===== src/rtl/dest_reg_pipe_hazard.sv =====
// -----------------------------------------------------------------------------
// dest_reg_pipe_hazard
//
// Purpose:
//   Carries the destination register number selected in ID, together with the
//   control bits it needs, through the EX, MEM and WB pipeline registers.
//   The block also:
//     - detects load-use hazards and stalls IF/ID for one cycle;
//     - generates the EX-stage operand forwarding selects;
//     - drives the register-file write address and write enable at WB.
//
// Optional feature (macro DEST_PIPE_STALL_CNT_EN):
//   Adds a saturating 16-bit stall counter (stall_count) and its synchronous
//   clear input (stall_count_clr). The default build has neither port.
//
// Parameters:
//   REG_W     register-number width
//   ZERO_REG  hard-wired zero register; it never matches for hazards or
//             forwarding
//
// Ports:
//   clk, rst              clock and synchronous active-high reset
//   id_valid              ID holds a real instruction
//   id_dest_reg           destination register chosen in ID (rt/rd/31)
//   id_reg_write          ID instruction writes a register
//   id_mem_read           ID instruction is a load
//   id_rs, id_rt          ID source register numbers
//   id_uses_rs/_rt        ID instruction actually reads rs / rt
//   flush                 squash the ID instruction (bubble into EX)
//   stall                 hold PC and IF/ID; bubble into EX
//   fwd_a, fwd_b          EX operand select: 00 regfile, 10 MEM, 01 WB
//   ex_dest_reg           EX-stage destination register
//   mem_dest_reg          MEM-stage destination register
//   mem_mem_read          MEM-stage load flag
//   wb_dest_reg           register-file write address
//   wb_reg_write          register-file write enable
//   stall_count_clr       (optional) synchronous clear of stall_count
//   stall_count           (optional) saturating count of stall cycles
// -----------------------------------------------------------------------------
module dest_reg_pipe_hazard #(
  parameter int               REG_W    = 5,
  parameter logic [REG_W-1:0] ZERO_REG = {REG_W{1'b0}}
) (
  input  logic             clk,
  input  logic             rst,
  input  logic             id_valid,
  input  logic [REG_W-1:0] id_dest_reg,
  input  logic             id_reg_write,
  input  logic             id_mem_read,
  input  logic [REG_W-1:0] id_rs,
  input  logic [REG_W-1:0] id_rt,
  input  logic             id_uses_rs,
  input  logic             id_uses_rt,
  input  logic             flush,
  output logic             stall,
  output logic [1:0]       fwd_a,
  output logic [1:0]       fwd_b,
  output logic [REG_W-1:0] ex_dest_reg,
  output logic [REG_W-1:0] mem_dest_reg,
  output logic             mem_mem_read,
  output logic [REG_W-1:0] wb_dest_reg,
  output logic             wb_reg_write
`ifdef DEST_PIPE_STALL_CNT_EN
  ,
  input  logic             stall_count_clr,
  output logic [15:0]      stall_count
`endif
);

  localparam logic [1:0] FWD_RF  = 2'b00;
  localparam logic [1:0] FWD_MEM = 2'b10;
  localparam logic [1:0] FWD_WB  = 2'b01;

  // ---------------------------------------------------------------------------
  // Stage registers
  // ---------------------------------------------------------------------------
  logic             ex_valid_q,     ex_valid_d;
  logic [REG_W-1:0] ex_dest_q,      ex_dest_d;
  logic             ex_reg_write_q, ex_reg_write_d;
  logic             ex_mem_read_q,  ex_mem_read_d;
  logic [REG_W-1:0] ex_rs_q,        ex_rs_d;
  logic [REG_W-1:0] ex_rt_q,        ex_rt_d;
  logic             ex_uses_rs_q,   ex_uses_rs_d;
  logic             ex_uses_rt_q,   ex_uses_rt_d;

  logic             mem_valid_q,     mem_valid_d;
  logic [REG_W-1:0] mem_dest_q,      mem_dest_d;
  logic             mem_reg_write_q, mem_reg_write_d;
  logic             mem_mem_read_q,  mem_mem_read_d;

  logic             wb_valid_q,     wb_valid_d;
  logic [REG_W-1:0] wb_dest_q,      wb_dest_d;
  logic             wb_reg_write_q, wb_reg_write_d;
  logic             wb_mem_read_q,  wb_mem_read_d;

  // Combinational helpers
  logic ex_load_live_s;
  logic rs_dep_s;
  logic rt_dep_s;
  logic stall_s;
  logic bubble_s;
  logic mem_fwd_ok_s;
  logic wb_fwd_ok_s;

  // Forwarding select for one EX source operand. The MEM stage wins over WB
  // because it holds the younger producer.
  function automatic logic [1:0] fwd_select(
    input logic             uses_src,
    input logic [REG_W-1:0] src,
    input logic             mem_ok,
    input logic [REG_W-1:0] mem_dest,
    input logic             wb_ok,
    input logic [REG_W-1:0] wb_dest
  );
    logic [1:0] sel;
    if (uses_src && mem_ok && (mem_dest == src)) begin
      sel = FWD_MEM;
    end else if (uses_src && wb_ok && (wb_dest == src)) begin
      sel = FWD_WB;
    end else begin
      sel = FWD_RF;
    end
    return sel;
  endfunction

  // Load-use detection against the instruction in EX; flush suppresses it.
  always_comb begin
    ex_load_live_s = ex_valid_q & ex_mem_read_q & (ex_dest_q != ZERO_REG);
    rs_dep_s       = id_uses_rs & (id_rs == ex_dest_q);
    rt_dep_s       = id_uses_rt & (id_rt == ex_dest_q);
    if (flush) begin
      stall_s = 1'b0;
    end else begin
      stall_s = id_valid & ex_load_live_s & (rs_dep_s | rt_dep_s);
    end
    bubble_s = flush | stall_s;
  end

  // Producer qualification. A load still in MEM has no data yet, so it is
  // never a MEM-stage source; the check then falls through to WB.
  always_comb begin
    mem_fwd_ok_s = mem_valid_q & mem_reg_write_q & ~mem_mem_read_q &
                   (mem_dest_q != ZERO_REG);
    wb_fwd_ok_s  = wb_valid_q & wb_reg_write_q & (wb_dest_q != ZERO_REG);
  end

  // EX operand forwarding selects.
  always_comb begin
    fwd_a = fwd_select(ex_uses_rs_q, ex_rs_q, mem_fwd_ok_s, mem_dest_q,
                       wb_fwd_ok_s, wb_dest_q);
    fwd_b = fwd_select(ex_uses_rt_q, ex_rt_q, mem_fwd_ok_s, mem_dest_q,
                       wb_fwd_ok_s, wb_dest_q);
  end

  // Next EX contents: ID fields, or an all-zero bubble on flush/stall.
  always_comb begin
    if (bubble_s) begin
      ex_valid_d     = 1'b0;
      ex_dest_d      = {REG_W{1'b0}};
      ex_reg_write_d = 1'b0;
      ex_mem_read_d  = 1'b0;
      ex_rs_d        = {REG_W{1'b0}};
      ex_rt_d        = {REG_W{1'b0}};
      ex_uses_rs_d   = 1'b0;
      ex_uses_rt_d   = 1'b0;
    end else begin
      ex_valid_d     = id_valid;
      ex_dest_d      = id_dest_reg;
      ex_reg_write_d = id_reg_write;
      ex_mem_read_d  = id_mem_read;
      ex_rs_d        = id_rs;
      ex_rt_d        = id_rt;
      ex_uses_rs_d   = id_uses_rs;
      ex_uses_rt_d   = id_uses_rt;
    end
  end

  // MEM and WB advance unconditionally.
  always_comb begin
    mem_valid_d     = ex_valid_q;
    mem_dest_d      = ex_dest_q;
    mem_reg_write_d = ex_reg_write_q;
    mem_mem_read_d  = ex_mem_read_q;
    wb_valid_d      = mem_valid_q;
    wb_dest_d       = mem_dest_q;
    wb_reg_write_d  = mem_reg_write_q;
    wb_mem_read_d   = mem_mem_read_q;
  end

  // Stage registers; reset discards every in-flight instruction.
  always_ff @(posedge clk) begin
    if (rst) begin
      ex_valid_q      <= 1'b0;
      ex_dest_q       <= {REG_W{1'b0}};
      ex_reg_write_q  <= 1'b0;
      ex_mem_read_q   <= 1'b0;
      ex_rs_q         <= {REG_W{1'b0}};
      ex_rt_q         <= {REG_W{1'b0}};
      ex_uses_rs_q    <= 1'b0;
      ex_uses_rt_q    <= 1'b0;
      mem_valid_q     <= 1'b0;
      mem_dest_q      <= {REG_W{1'b0}};
      mem_reg_write_q <= 1'b0;
      mem_mem_read_q  <= 1'b0;
      wb_valid_q      <= 1'b0;
      wb_dest_q       <= {REG_W{1'b0}};
      wb_reg_write_q  <= 1'b0;
      wb_mem_read_q   <= 1'b0;
    end else begin
      ex_valid_q      <= ex_valid_d;
      ex_dest_q       <= ex_dest_d;
      ex_reg_write_q  <= ex_reg_write_d;
      ex_mem_read_q   <= ex_mem_read_d;
      ex_rs_q         <= ex_rs_d;
      ex_rt_q         <= ex_rt_d;
      ex_uses_rs_q    <= ex_uses_rs_d;
      ex_uses_rt_q    <= ex_uses_rt_d;
      mem_valid_q     <= mem_valid_d;
      mem_dest_q      <= mem_dest_d;
      mem_reg_write_q <= mem_reg_write_d;
      mem_mem_read_q  <= mem_mem_read_d;
      wb_valid_q      <= wb_valid_d;
      wb_dest_q       <= wb_dest_d;
      wb_reg_write_q  <= wb_reg_write_d;
      wb_mem_read_q   <= wb_mem_read_d;
    end
  end

  // Output drive; the write enable ignores bubbles and the zero register.
  always_comb begin
    stall        = stall_s;
    ex_dest_reg  = ex_dest_q;
    mem_dest_reg = mem_dest_q;
    mem_mem_read = mem_mem_read_q;
    wb_dest_reg  = wb_dest_q;
    wb_reg_write = wb_valid_q & wb_reg_write_q & (wb_dest_q != ZERO_REG);
  end

`ifdef DEST_PIPE_STALL_CNT_EN
  logic [15:0] stall_count_q, stall_count_d;

  // Saturating stall counter; the clear beats the increment.
  always_comb begin
    if (stall_count_clr) begin
      stall_count_d = 16'h0000;
    end else if (stall_s && (stall_count_q != 16'hFFFF)) begin
      stall_count_d = stall_count_q + 16'h0001;
    end else begin
      stall_count_d = stall_count_q;
    end
  end

  // Stall counter register.
  always_ff @(posedge clk) begin
    if (rst) begin
      stall_count_q <= 16'h0000;
    end else begin
      stall_count_q <= stall_count_d;
    end
  end

  // Counter output.
  always_comb begin
    stall_count = stall_count_q;
  end
`endif

endmodule


===== config.mk =====
export PLATFORM = sky130hd
export DESIGN_NAME = dest_reg_pipe_hazard
export DESIGN_NICKNAME = d
export VERILOG_FILES = /design/src/rtl/dest_reg_pipe_hazard.sv
export SDC_FILE = /design/constraint.sdc
export NUM_CORES = 1
export LEC_CHECK = 0
export ABC_AREA = 1
export BUFFER_PORTS_ARGS = -buffer_cell sky130_fd_sc_hd__buf_2
export CELL_PAD_IN_SITES_DETAIL_PLACEMENT = 1
export CELL_PAD_IN_SITES_GLOBAL_PLACEMENT = 1
export CORE_ASPECT_RATIO = 2
export CORE_MARGIN = 2
export CORE_UTILIZATION = 25
export DETAILED_ROUTE_END_ITERATION = 10
export PLACE_DENSITY_LB_ADDON = 0.1
export SLEW_MARGIN = 40
export SYNTH_ARGS = -nofsm -noshare
export SYNTH_HDL_FRONTEND = slang
export SYNTH_SLANG_ARGS = --single-unit

===== constraint.sdc =====
create_clock -name clk -period 1.3 [get_ports clk]
set_input_delay 0.13 -clock clk [delete_from_list [all_inputs] [get_ports clk]]
set_output_delay 0.13 -clock clk [all_outputs]
set_load 0.1 [all_outputs]

* After elaboration in Yosys (flattened, before gate mapping) *
Index checks and enable logic that the tools add are counted.

storage, ports and cells
  flip-flop bits (word level) = 35
  input bits = 23
  output and inout bits = 22
  logic and storage cells = 52

cells by class
  eq/ne operators = 6
  muxes and demuxes = 5
  bitwise gates (word level) = 14
  reduce and logical (&&, ||, !) cells = 12

operators with widths
  cell               count
  $eq 5x5->1         6
  $reduce_bool 5->1  3
  $and 1x1->1        11
  $logic_and 1x1->1  8
  $mux 2             2
  $mux 1             3
  $or 1x1->1         2
  $reduce_or 2->1    1
  $not 1->1          1

* Depth between registers and ports, before layout *
  word-level depth = 7
  mapped depth = 10
  gate-level depth less buffers = 9

* Worst setup path after synthesis *
No wires, ideal clock.

  path kind = register -> output
  start = reg mem_dest_q[0], in the netlist mem_dest_reg[0]
  end = out fwd_a[0]
  arrival = 3.692 ns
  required time = 1.170 ns
  path slack = -2.522 ns
  stages on the path, launching flop included = 8
  buffers on the path = 0
  path through = dfxtp_1 inv_1 nand2_1 o211ai_1 nor2_1 nand3_1 nor2_1 nor2_1

between the ends
  longest elaborated chain between the ends = 5
  elaborated cells on any way between the ends = 6
  those cells by class = eq/ne: 1; mux: 1; bitwise: 1; reduce/logical: 3

ends and longest elaborated chain
  element                 RTL line  text
  start, declared         87        logic [REG_W-1:0] mem_dest_q, mem_dest_d;
  start signal, assigned  202       mem_dest_q <= {REG_W{1'b0}};
  start signal, assigned  219       mem_dest_q <= mem_dest_d;
  $reduce_bool 5->1       143       (mem_dest_q != ZERO_REG);
  $and 1x1->1             142       mem_fwd_ok_s = mem_valid_q & mem_reg_write_q & ~mem_mem_read_q &
  $logic_and 1x1->1       116       if (uses_src && mem_ok && (mem_dest == src)) begin
  $logic_and 1x1->1 *     116
  $mux 2 *                116
  end, declared           56        output logic [1:0] fwd_a,

Every way passes the cells marked *; elsewhere a longest branch is shown, timed or not.

* Worst setup path after layout *
  start = reg mem_dest_q[0], in the netlist mem_dest_reg[0]
  end = out fwd_b[0]

between the ends
  longest elaborated chain between the ends = 5
  elaborated cells on any way between the ends = 6
  those cells by class = eq/ne: 1; mux: 1; bitwise: 1; reduce/logical: 3

ends and longest elaborated chain
  element              RTL line  text
  $reduce_bool 5->1    143
  $and 1x1->1          142
  $logic_and 1x1->1    116
  $logic_and 1x1->1 *  116
  $mux 2 *             116
  end, declared        57        output logic [1:0] fwd_b,

Marks and branches as above.

==> impl_metrics.toml <==
[finish]
finalNonFillerCells = 338
fillers = 708
synthToLayoutAreaGrowth_pct = 68.90
fin_nets = 299
n_antenna_cell = 0
layout-drive-gt1-share = 0.5307

[pwr]
power.total_mw = 2.775
power.density_mw_per_mm2 = 1098
vdd_ir_drop_max_uv = 712.5
leakage_nw = 1.196

[run]
maxCapViolations = 0

[global_route]
grt_use_total = 0.1488
grt_max_degree = 16
grt_pass1_wl_um = 7272
antenna_found_initial = 0
overflow = 0
grt_pass1_vias = 1565

[timing]
hold_viol_final = 0
setup_violations = 26
finalCriticalPeriod_ns = 1.654
fmax_ghz = 0.6046
fin_worst_skew_ns = 0.003071
tightest_slew_ns = 0.4958
rsz0062_at_grt = "yes"
slew-limit-headroom = 0.6718
timing.final.max_slew_violations = 0
fin_crit_sh = 1.272
setup_ws_ns = -0.3540

[floorplanning]
boundaryPins = 45
dieArea_mm2 = 0.006658
die_x_um = 58.71
core_mm2 = 0.005758
die_h_um = 113.4
start_util = 0.2599
num_rows = 39

[cts]
htreeDepth = 2
hold_buffers = 0
clock-sinks = 35
cts_buffers = 5
clock-root-buffer = "clkbuf_16"
clock_path_buffers = 2
insertion_delay_ns = 0.28
clkTransAtPathRegs_ns = 0.05
cts_tree = "yes"

[setup_path]
worstPathArrival_ns = 1.52
crit_start = "mem_dest_reg[0]"
worst-setup-path-type = "register to output port"
worst_setup_path_start_kind = "register"
cp.required_ns = 1.17
critPathMaxFanout = 5
endpoint_kind = "output port"
r2r_start = "ex_dest_reg[2]"

[logic_synthesis]
synth_cell_types = 18
syn_area_mm2 = 0.001496
ys_seq_area_frac = 0.4682
ys_ff_latch = 35
netlist_instances = 212
syn-num-nets = 235
avgSynthCellArea_um2 = 7.059
synthTopCellsByArea = "dfxtp_1 47%, nor2_1 14%, nand2_1 9.8%"
synth_top_area_share = 0.4682
yosys_warnings = 0
yosysTopAreaCell = "dfxtp_1"

[detailed_routing]
ant_nets = 0
drtIter0Drc = 18
drt_pass1_iterations = 7
wl_met2_um = 2589
wl_met3_um = 171
vias_per_cell = 4.320
wire_per_inst_um = 12.83
drc = 4
drt-met1-wl_um = 1415
routed_wl_um = 4335
top_layer_used = "met4"
dr_total_vias = 1460

[min_path]
min_from = "id_dest_reg[4]"
hold_class = "input port to register"

[placed_design]
dp.final_hpwl_um = 3452
numPortBuffers = 44
gp_congestion = 0.7733
dp.cells = 326

[run_status]
violations = "DRC, setup timing"
status = "complete, but fails checks"
==> cells by family (layout without fill, tap and decap cells) <==
logic type             count (synthesis)  in the layout  synth area share
AND/OR/NAND/NOR                      113            113            0.3035
flip-flops                            35             35            0.4682
buffers and inverters                 45            110            0.1229
XOR/XNOR                              15             15           0.08780
AO/OA/AOI/OAI                          4              4           0.01756
==> where the power goes <==
part | leakage [nW] | internal [mW] | switching (mW)
Clock | 0.0772 | 0.814 | 0.412
Sequential | 0.298 | 1.09 | 0.0348
Combinational | 0.820 | 0.153 | 0.272
==> metal layers <==
metal | track usage | vias to the layer above
met5 | 0 | -
met4 | 0.09091 | 0
met3 | 0.02608 | 9
met2 | 0.2742 | 38
met1 | 0.1464 | 668
li1 | - | 745
==> cells in the mapped netlist <==
library cell,instances
nor2_1,56
nand2_1,39
inv_1,38
dfxtp_1,35
xnor2_1,9
nand3_1,8
xor2_1,6
nor3_1,4
inv_2,3
nand4_1,3
buf_6,2
clkbuf_1,2
or2_2,2
a21oi_1,1
nand2_2,1
o2111ai_1,1
o211ai_1,1
o21ai_0,1
==> layout by cell type (no fill, tap or decap), drive strengths merged <==
cell,count
a21oi,1
buf,61
clkbuf,8
clkinvlp,1
dfxtp,35
inv,40
nand2,40
nand3,8
nand4,3
nor2,56
nor3,4
o2111ai,1
o211ai,1
o21ai,1
or2,2
xnor2,9
xor2,6
==> critical path: stages (launching register included) <==
cell and delay, ns:
dfxtp_4 0.35, or2_4 0.23, a21oi_2 0.13, nand4_1 0.14, nor2_4 0.18, nor2_4 0.06, buf_12 0.16
==> repair_timing <==
action | 4_1_cts | 5_1_grt
cloned | 1 | 0
setup endpoints to repair | 26 | 26
setup buffers | 1 | 2
pin swaps | 10 | 14
gates resized for setup | 18 | 49
==> path summary, 6_finish.rpt <==
kind | endpoint | depth (start not counted) | slack, ns
max | fwd_b[0] | 6 | -0.35
min | ex_dest_reg[4] | 3 | 0.06
min reg2reg | mem_reg_write_q | 2 | 0.41
max reg2reg | ex_uses_rt_q | 12 | -0.21
==> per-stage QoR <==
stage	area [µm²]	TNS, ns	setup WS [ns]	hold slack [ns]	util
after detailed placement	2093	-1.414	-0.09913	0.3475	0.3635
after CTS	2361	-3.879	-0.3837	0.05136	0.4100
after global routing	2527	-7.970	-0.4551	0.06330	0.4389
after global placement	2093	-0.9429	-0.09298	0.3360	0.3635
after floorplan	1627	-2.995	-0.5980	0.2325	-
final	2527	-5.403	-0.3540	0.05582	0.4389
==> layout make-up <==
class | instances | area (µm²) | share of cell area
timing repair buffer | 61 | 501.7 | 0.1985
multi-input combinational | 132 | 867.1 | 0.3431
inverter | 41 | 165.2 | 0.06535
tap | 61 | 76.32 | 0.03020
clock buffer | 8 | 156.4 | 0.06188
sequential | 35 | 760.7 | 0.3010
No activity file was read; power rests on OpenSTA's default activity.
